`src/rtl/avalon_st_dc_256to64.sv`:
```
// Avalon-ST width down-converter: each wide beat is split into RATIO narrow beats,
// first symbol in the MSBs, with SOP/EOP/empty carried onto the narrow stream.
// Optional macro AVST_DC_PROTO_CHECK_EN builds an in-packet tracker driving a sticky err_o;
// without it err_o is tied low.
module avalon_st_dc_256to64 #(
  parameter int unsigned IN_BYTES  = 32,
  parameter int unsigned OUT_BYTES = 8
) (
  input  logic                          clk_i,
  input  logic                          rst_i,
  input  logic [8*IN_BYTES-1:0]         in_data_i,
  input  logic                          in_valid_i,
  output logic                          in_ready_o,
  input  logic                          in_startofpacket_i,
  input  logic                          in_endofpacket_i,
  input  logic [$clog2(IN_BYTES)-1:0]   in_empty_i,
  output logic [8*OUT_BYTES-1:0]        out_data_o,
  output logic                          out_valid_o,
  input  logic                          out_ready_i,
  output logic                          out_startofpacket_o,
  output logic                          out_endofpacket_o,
  output logic [$clog2(OUT_BYTES)-1:0]  out_empty_o,
  output logic                          err_o
);

  localparam int unsigned Ratio     = IN_BYTES / OUT_BYTES;
  localparam int unsigned InW       = 8 * IN_BYTES;
  localparam int unsigned OutW      = 8 * OUT_BYTES;
  localparam int unsigned InEmptyW  = $clog2(IN_BYTES);
  localparam int unsigned OutEmptyW = $clog2(OUT_BYTES);
  localparam int unsigned IdxW      = $clog2(Ratio);

  typedef enum logic [0:0] {StEmpty, StSend} state_e;

  state_e               state_q, state_d;
  logic [IdxW-1:0]      idx_q, idx_d;
  logic [IdxW-1:0]      lst_q, lst_d;
  logic [InW-1:0]       buf_data_q, buf_data_d;
  logic                 buf_sop_q, buf_sop_d;
  logic                 buf_eop_q, buf_eop_d;
  logic [OutEmptyW-1:0] buf_empty_q, buf_empty_d;

  logic [OutW-1:0]      out_data_q, out_data_d;
  logic                 out_valid_q, out_valid_d;
  logic                 out_sop_q, out_sop_d;
  logic                 out_eop_q, out_eop_d;
  logic [OutEmptyW-1:0] out_empty_q, out_empty_d;

  logic                 out_fire;
  logic                 last_word;
  logic                 accept;
  logic [IdxW-1:0]      lst_in;
  logic [InW-1:0]       word_sh;

  // Handshake decode; in_ready depends on out_ready so a new beat loads as the last word leaves.
  always_comb begin
    out_fire   = out_valid_q & out_ready_i;
    last_word  = (idx_q == lst_q);
    in_ready_o = ~rst_i & ((state_q == StEmpty) | (out_fire & last_word));
    accept     = in_valid_i & in_ready_o;
    // (IN_BYTES-1-empty)/OUT_BYTES is the upper bits of ~empty for power-of-two sizes.
    lst_in     = in_endofpacket_i ? ~in_empty_i[InEmptyW-1:OutEmptyW] : {IdxW{1'b1}};
  end

  // Next-state for holding register and index, then the registered output word from it.
  always_comb begin
    state_d     = state_q;
    idx_d       = idx_q;
    lst_d       = lst_q;
    buf_data_d  = buf_data_q;
    buf_sop_d   = buf_sop_q;
    buf_eop_d   = buf_eop_q;
    buf_empty_d = buf_empty_q;

    if (accept) begin
      state_d     = StSend;
      idx_d       = '0;
      lst_d       = lst_in;
      buf_data_d  = in_data_i;
      buf_sop_d   = in_startofpacket_i;
      buf_eop_d   = in_endofpacket_i;
      buf_empty_d = in_empty_i[OutEmptyW-1:0];
    end else if (out_fire) begin
      if (last_word) begin
        state_d = StEmpty;
      end else begin
        idx_d = idx_q + 1'b1;
      end
    end

    word_sh     = buf_data_d << (OutW * idx_d);
    out_valid_d = (state_d == StSend);
    out_data_d  = out_valid_d ? word_sh[InW-1 -: OutW] : '0;
    out_sop_d   = out_valid_d & buf_sop_d & (idx_d == '0);
    out_eop_d   = out_valid_d & buf_eop_d & (idx_d == lst_d);
    out_empty_d = out_eop_d ? buf_empty_d : '0;
  end

  // State and output registers; reset discards any held beat at once.
  always_ff @(posedge clk_i or posedge rst_i) begin
    if (rst_i) begin
      state_q     <= StEmpty;
      idx_q       <= '0;
      lst_q       <= '0;
      buf_data_q  <= '0;
      buf_sop_q   <= 1'b0;
      buf_eop_q   <= 1'b0;
      buf_empty_q <= '0;
      out_data_q  <= '0;
      out_valid_q <= 1'b0;
      out_sop_q   <= 1'b0;
      out_eop_q   <= 1'b0;
      out_empty_q <= '0;
    end else begin
      state_q     <= state_d;
      idx_q       <= idx_d;
      lst_q       <= lst_d;
      buf_data_q  <= buf_data_d;
      buf_sop_q   <= buf_sop_d;
      buf_eop_q   <= buf_eop_d;
      buf_empty_q <= buf_empty_d;
      out_data_q  <= out_data_d;
      out_valid_q <= out_valid_d;
      out_sop_q   <= out_sop_d;
      out_eop_q   <= out_eop_d;
      out_empty_q <= out_empty_d;
    end
  end

  assign out_data_o          = out_data_q;
  assign out_valid_o         = out_valid_q;
  assign out_startofpacket_o = out_sop_q;
  assign out_endofpacket_o   = out_eop_q;
  assign out_empty_o         = out_empty_q;

`ifdef AVST_DC_PROTO_CHECK_EN
  logic in_pkt_q, in_pkt_d;
  logic err_q, err_d;

  // Track packet framing on accepted beats and latch any violation until reset.
  always_comb begin
    in_pkt_d = in_pkt_q;
    err_d    = err_q;
    if (accept) begin
      if ((in_startofpacket_i & in_pkt_q) | (~in_startofpacket_i & ~in_pkt_q) |
          ((in_empty_i != '0) & ~in_endofpacket_i)) begin
        err_d = 1'b1;
      end
      if (in_endofpacket_i) begin
        in_pkt_d = 1'b0;
      end else if (in_startofpacket_i) begin
        in_pkt_d = 1'b1;
      end
    end
  end

  // Tracker and sticky error registers.
  always_ff @(posedge clk_i or posedge rst_i) begin
    if (rst_i) begin
      in_pkt_q <= 1'b0;
      err_q    <= 1'b0;
    end else begin
      in_pkt_q <= in_pkt_d;
      err_q    <= err_d;
    end
  end

  assign err_o = err_q;
`else
  assign err_o = 1'b0;
`endif

endmodule

```
`config.mk`:
```
export PLATFORM = sky130hd
export DESIGN_NAME = avalon_st_dc_256to64
export DESIGN_NICKNAME = d
export VERILOG_FILES = /design/src/rtl/avalon_st_dc_256to64.sv
export SDC_FILE = /design/constraint.sdc
export NUM_CORES = 1
export LEC_CHECK = 0
export BUFFER_PORTS_ARGS = -buffer_cell sky130_fd_sc_hd__buf_2
export CORE_MARGIN = 2
export CORE_UTILIZATION = 35
export CTS_CLUSTER_SIZE = 14
export DETAILED_ROUTE_END_ITERATION = 10
export SLEW_MARGIN = 30
export SYNTH_ARGS = -nofsm -noshare
export SYNTH_HDL_FRONTEND = slang
export SYNTH_SLANG_ARGS = --single-unit
```
`constraint.sdc`:
```
create_clock -name clk_i -period 17.24 [get_ports clk_i]
set_input_delay 3.448 -clock clk_i [delete_from_list [all_inputs] [get_ports clk_i]]
set_output_delay 3.448 -clock clk_i [all_outputs]
set_load 0.02 [all_outputs]
```
==> impl_metrics.env <==
export IMPL_status="complete, no violations"
export IMPL_yosysMostFrequentCell="nand2_1"
export IMPL_io_pins=339
export IMPL_tns_ns=0
export IMPL_cts_buffers=40
export IMPL_critPathMostFrequentCell="buf_2"
export IMPL_ctsLongestPathBuffers=3
export IMPL_fin_skew_ns=0.0183
export IMPL_finalHoldViolations=0
export IMPL_grt_first_pass_wirelength_um=78200
export IMPL_drive_gt1_share_pct=22.2
export IMPL_start_kind="input pin"
export IMPL_r2r_start="out_valid_o$_DFF_PP0_"
export IMPL_maxCapViolCount=0
export IMPL_postCtsSetupBuffers=0
export IMPL_peakVddDrop_uv=112
export IMPL_dpl_hpwl_um=31400
export IMPL_track_usage_pct=21.0
export IMPL_totalWireLength_um=49400
export IMPL_powerDensity_mw_per_mm2=208
export IMPL_drt_pass1_iterations=5
export IMPL_syn_cell_area_mm2=0.0157
export IMPL_synth_cells=1768
export IMPL_grt_pass1_vias=14120
export IMPL_leakagePower_nw=9.64
export IMPL_worstSetupStartpoint="out_ready_i"
export IMPL_p_total_w=0.00398
export IMPL_die_width_um=216
export IMPL_yosys_most_used_dff="dfrtp_1"
export IMPL_worst_pin_slew_ns=0.980
export IMPL_required_ns=13.79
export IMPL_post_route_cell_area_mm2=0.0191
export IMPL_min_path_type="reg -> reg"
export IMPL_nets=2284
export IMPL_die_y_um=216
export IMPL_cpPeakStageDelay_ns=0.21
export IMPL_synth_edff_count=0
export IMPL_synth_top_cell_area_share_pct=53.4
export IMPL_worstPathArrival_ns=4.06
export IMPL_grt_start_max_net_pins=236
export IMPL_gp_congestion=0.783
export IMPL_io_buffers=337
export IMPL_async_flop_share_pct=100
export IMPL_cp_max_fo=9
export IMPL_slew_headroom_pct=34.7
export IMPL_synthTopCellsByCount="nand2_1, dfrtp_1, clkbuf_1"
export IMPL_cts_resized=0
export IMPL_vias_per_cell=5.22
export IMPL_wl_per_cell_um=18.7
export IMPL_syn_area_per_cell_um2=8.88
export IMPL_core_area_mm2=0.0442
export IMPL_cp_cell_sequence="buf_2 > a31oi_4 > nor2_1 > buf_2"
export IMPL_cpMaxStageDelayCell="buf_2"
export IMPL_synth_cell_types=45
export IMPL_r2r_slack_ns=13.12
export IMPL_drc=0
export IMPL_clock_sinks=335
export IMPL_ant_nets=0
export IMPL_cp_end_kind="primary output"
export IMPL_grt_antenna_before_repair=8
export IMPL_max_freq_ghz=0.133
export IMPL_clk_insertion_delay_late_ns=0.55
export IMPL_period_share_pct=43.6
export IMPL_grt_overflow_total=0
export IMPL_min_path_cells=2
export IMPL_yosys_warnings=0
export IMPL_synth_nets=2035
export IMPL_cts_hold_buf=0
export IMPL_placed_area_mm2=0.0177
export IMPL_crit_type="in -> out"
export IMPL_vias=13805
export IMPL_synth_seq_area_share_pct=53.4
export IMPL_ys_seq_elements=335
export IMPL_drv_slew=0
export IMPL_setup_viol=0
export IMPL_dr_first_iter_drc_count=948
export IMPL_rsz0062_at_grt="no"
export IMPL_hp_start="buf_data_q[190]$_DFF_PP0_"
export IMPL_yosysTopAreaCell="dfrtp_1"
export IMPL_period_needed_ns=7.51
export IMPL_cts_tree="done"
export IMPL_clk_pin_slew_worst_paths_ns=0.06
export IMPL_ctsHtreeMaxLevel=2
export IMPL_synthTopCellsByArea="dfrtp_1, nand2_1, mux2i_1"
export IMPL_rows=77
export IMPL_rr_worst_depth=6
export IMPL_start_util_pct=35.5
export IMPL_area_growth_pct=21.6
export IMPL_dieArea_mm2=0.0466
export IMPL_cts_root_buf="clkbuf_16"
-- report_power, final --
part / switching (W) / total, W / internal (W)
registers: 0.000208 / 0.00138 / 0.00117
logic: 0.00111 / 0.00175 / 0.000641
clock network: 0.000338 / 0.000855 / 0.000517
-- metrics by stage --
stage	setup WS, ns	utilization, %	hold slack [ns]	cells
2_1_floorplan	4.51	-	0.438	1768
3_3_place_gp	9.71	40.0	0.455	2565
3_5_place_dp	9.69	40.0	0.461	2566
4_1_cts	9.72	43.0	0.475	2639
5_1_grt	9.70	43.2	0.492	2641
6_report	9.73	43.2	0.471	2644
-- flip-flops by register name, summed over array words and instances, names as in the netlist --
| register | flops |
|---|---|
| buf_data_q | 256 |
| buf_empty_q | 3 |
| lst_q | 2 |
| buf_eop_q | 1 |
| out_valid_o | 1 |
| out_endofpacket_o | 1 |
| out_data_o | 64 |
| idx_q | 2 |
| out_empty_o | 3 |
| out_startofpacket_o | 1 |
| buf_sop_q | 1 |
-- logic make-up after synthesis --
| logic type | count (synthesis) | share of synthesized area [%] |
|---|---|---|
| AO/OA/AOI/OAI | 325 | 14.7 |
| other | 1 | 0.0239 |
| flip-flops | 335 | 53.4 |
| XOR/XNOR | 4 | 0.598 |
| buffers and inverters | 196 | 5.58 |
| multiplexers | 67 | 4.29 |
| AND/OR/NAND/NOR | 840 | 21.4 |
-- metal layers --
| metal | up-vias | GRT usage, % | wire length, um |
|---|---|---|---|
| met4 | 2 | 6.28 | 1190 |
| met5 | - | 0 | 13 |
| met2 | 469 | 34.5 | 23700 |
| met1 | 6737 | 28.1 | 21400 |
| li1 | 6507 | - | - |
| met3 | 90 | 3.95 | 3150 |
-- cell usage in the layout, fill, tap and decap left out, types with 3 or more instances in the layout --
cell type	Yosys	layout
a21oi_1	49	48
clkbuf_1	92	10
dfrtp_2	0	3
bufinv_16	0	3
a211oi_1	16	16
buf_6	7	5
buf_4	12	15
a21o_1	23	22
mux2_2	3	3
a31oi_1	23	23
a221oi_1	28	28
nand2_1	726	726
a221oi_2	10	10
nor2b_1	6	5
o211a_1	3	3
o21ai_0	55	55
dfrtp_1	335	332
a32oi_1	42	42
clkinv_2	0	8
o22ai_1	22	22
mux2i_1	64	64
nor3_1	23	22
inv_1	43	42
o211ai_1	46	46
nand4_1	51	51
clkbuf_8	0	8
diode_2	0	4
nor2_1	20	19
buf_2	34	337
clkbuf_16	0	41
-- final timing paths --
kind                                                     to
min in group asynchronous       out_endofpacket_o$_DFF_PP0_
worst min register to register    buf_data_q[190]$_DFF_PP0_
worst min-delay path              buf_data_q[190]$_DFF_PP0_
max in group asynchronous         buf_data_q[139]$_DFF_PP0_
worst max register to register     out_data_o[53]$_DFF_PP0_
worst max-delay path                             in_ready_o
-- area by class of cell --
| cell class | instances | area, um2 |
|---|---|---|
| repair buffers | 360 | 1930 |
| clock buffers | 59 | 1170 |
| clock inverters | 14 | 155 |
| well taps | 592 | 741 |
| multi-input cells | 1237 | 6530 |
| fillers | 4365 | 25100 |
| diodes | 4 | 10.0 |
| flip-flops and latches | 335 | 8390 |
| inverters | 43 | 174 |
-- critical path: cells and delay by family --
family,cells,cell delay [ns]
and+or+nand+nor,1,0.12
buffers and inverters,2,0.38
AOI/OAI and AO/OA,1,0.12
(Power assumes the default switching activity.)
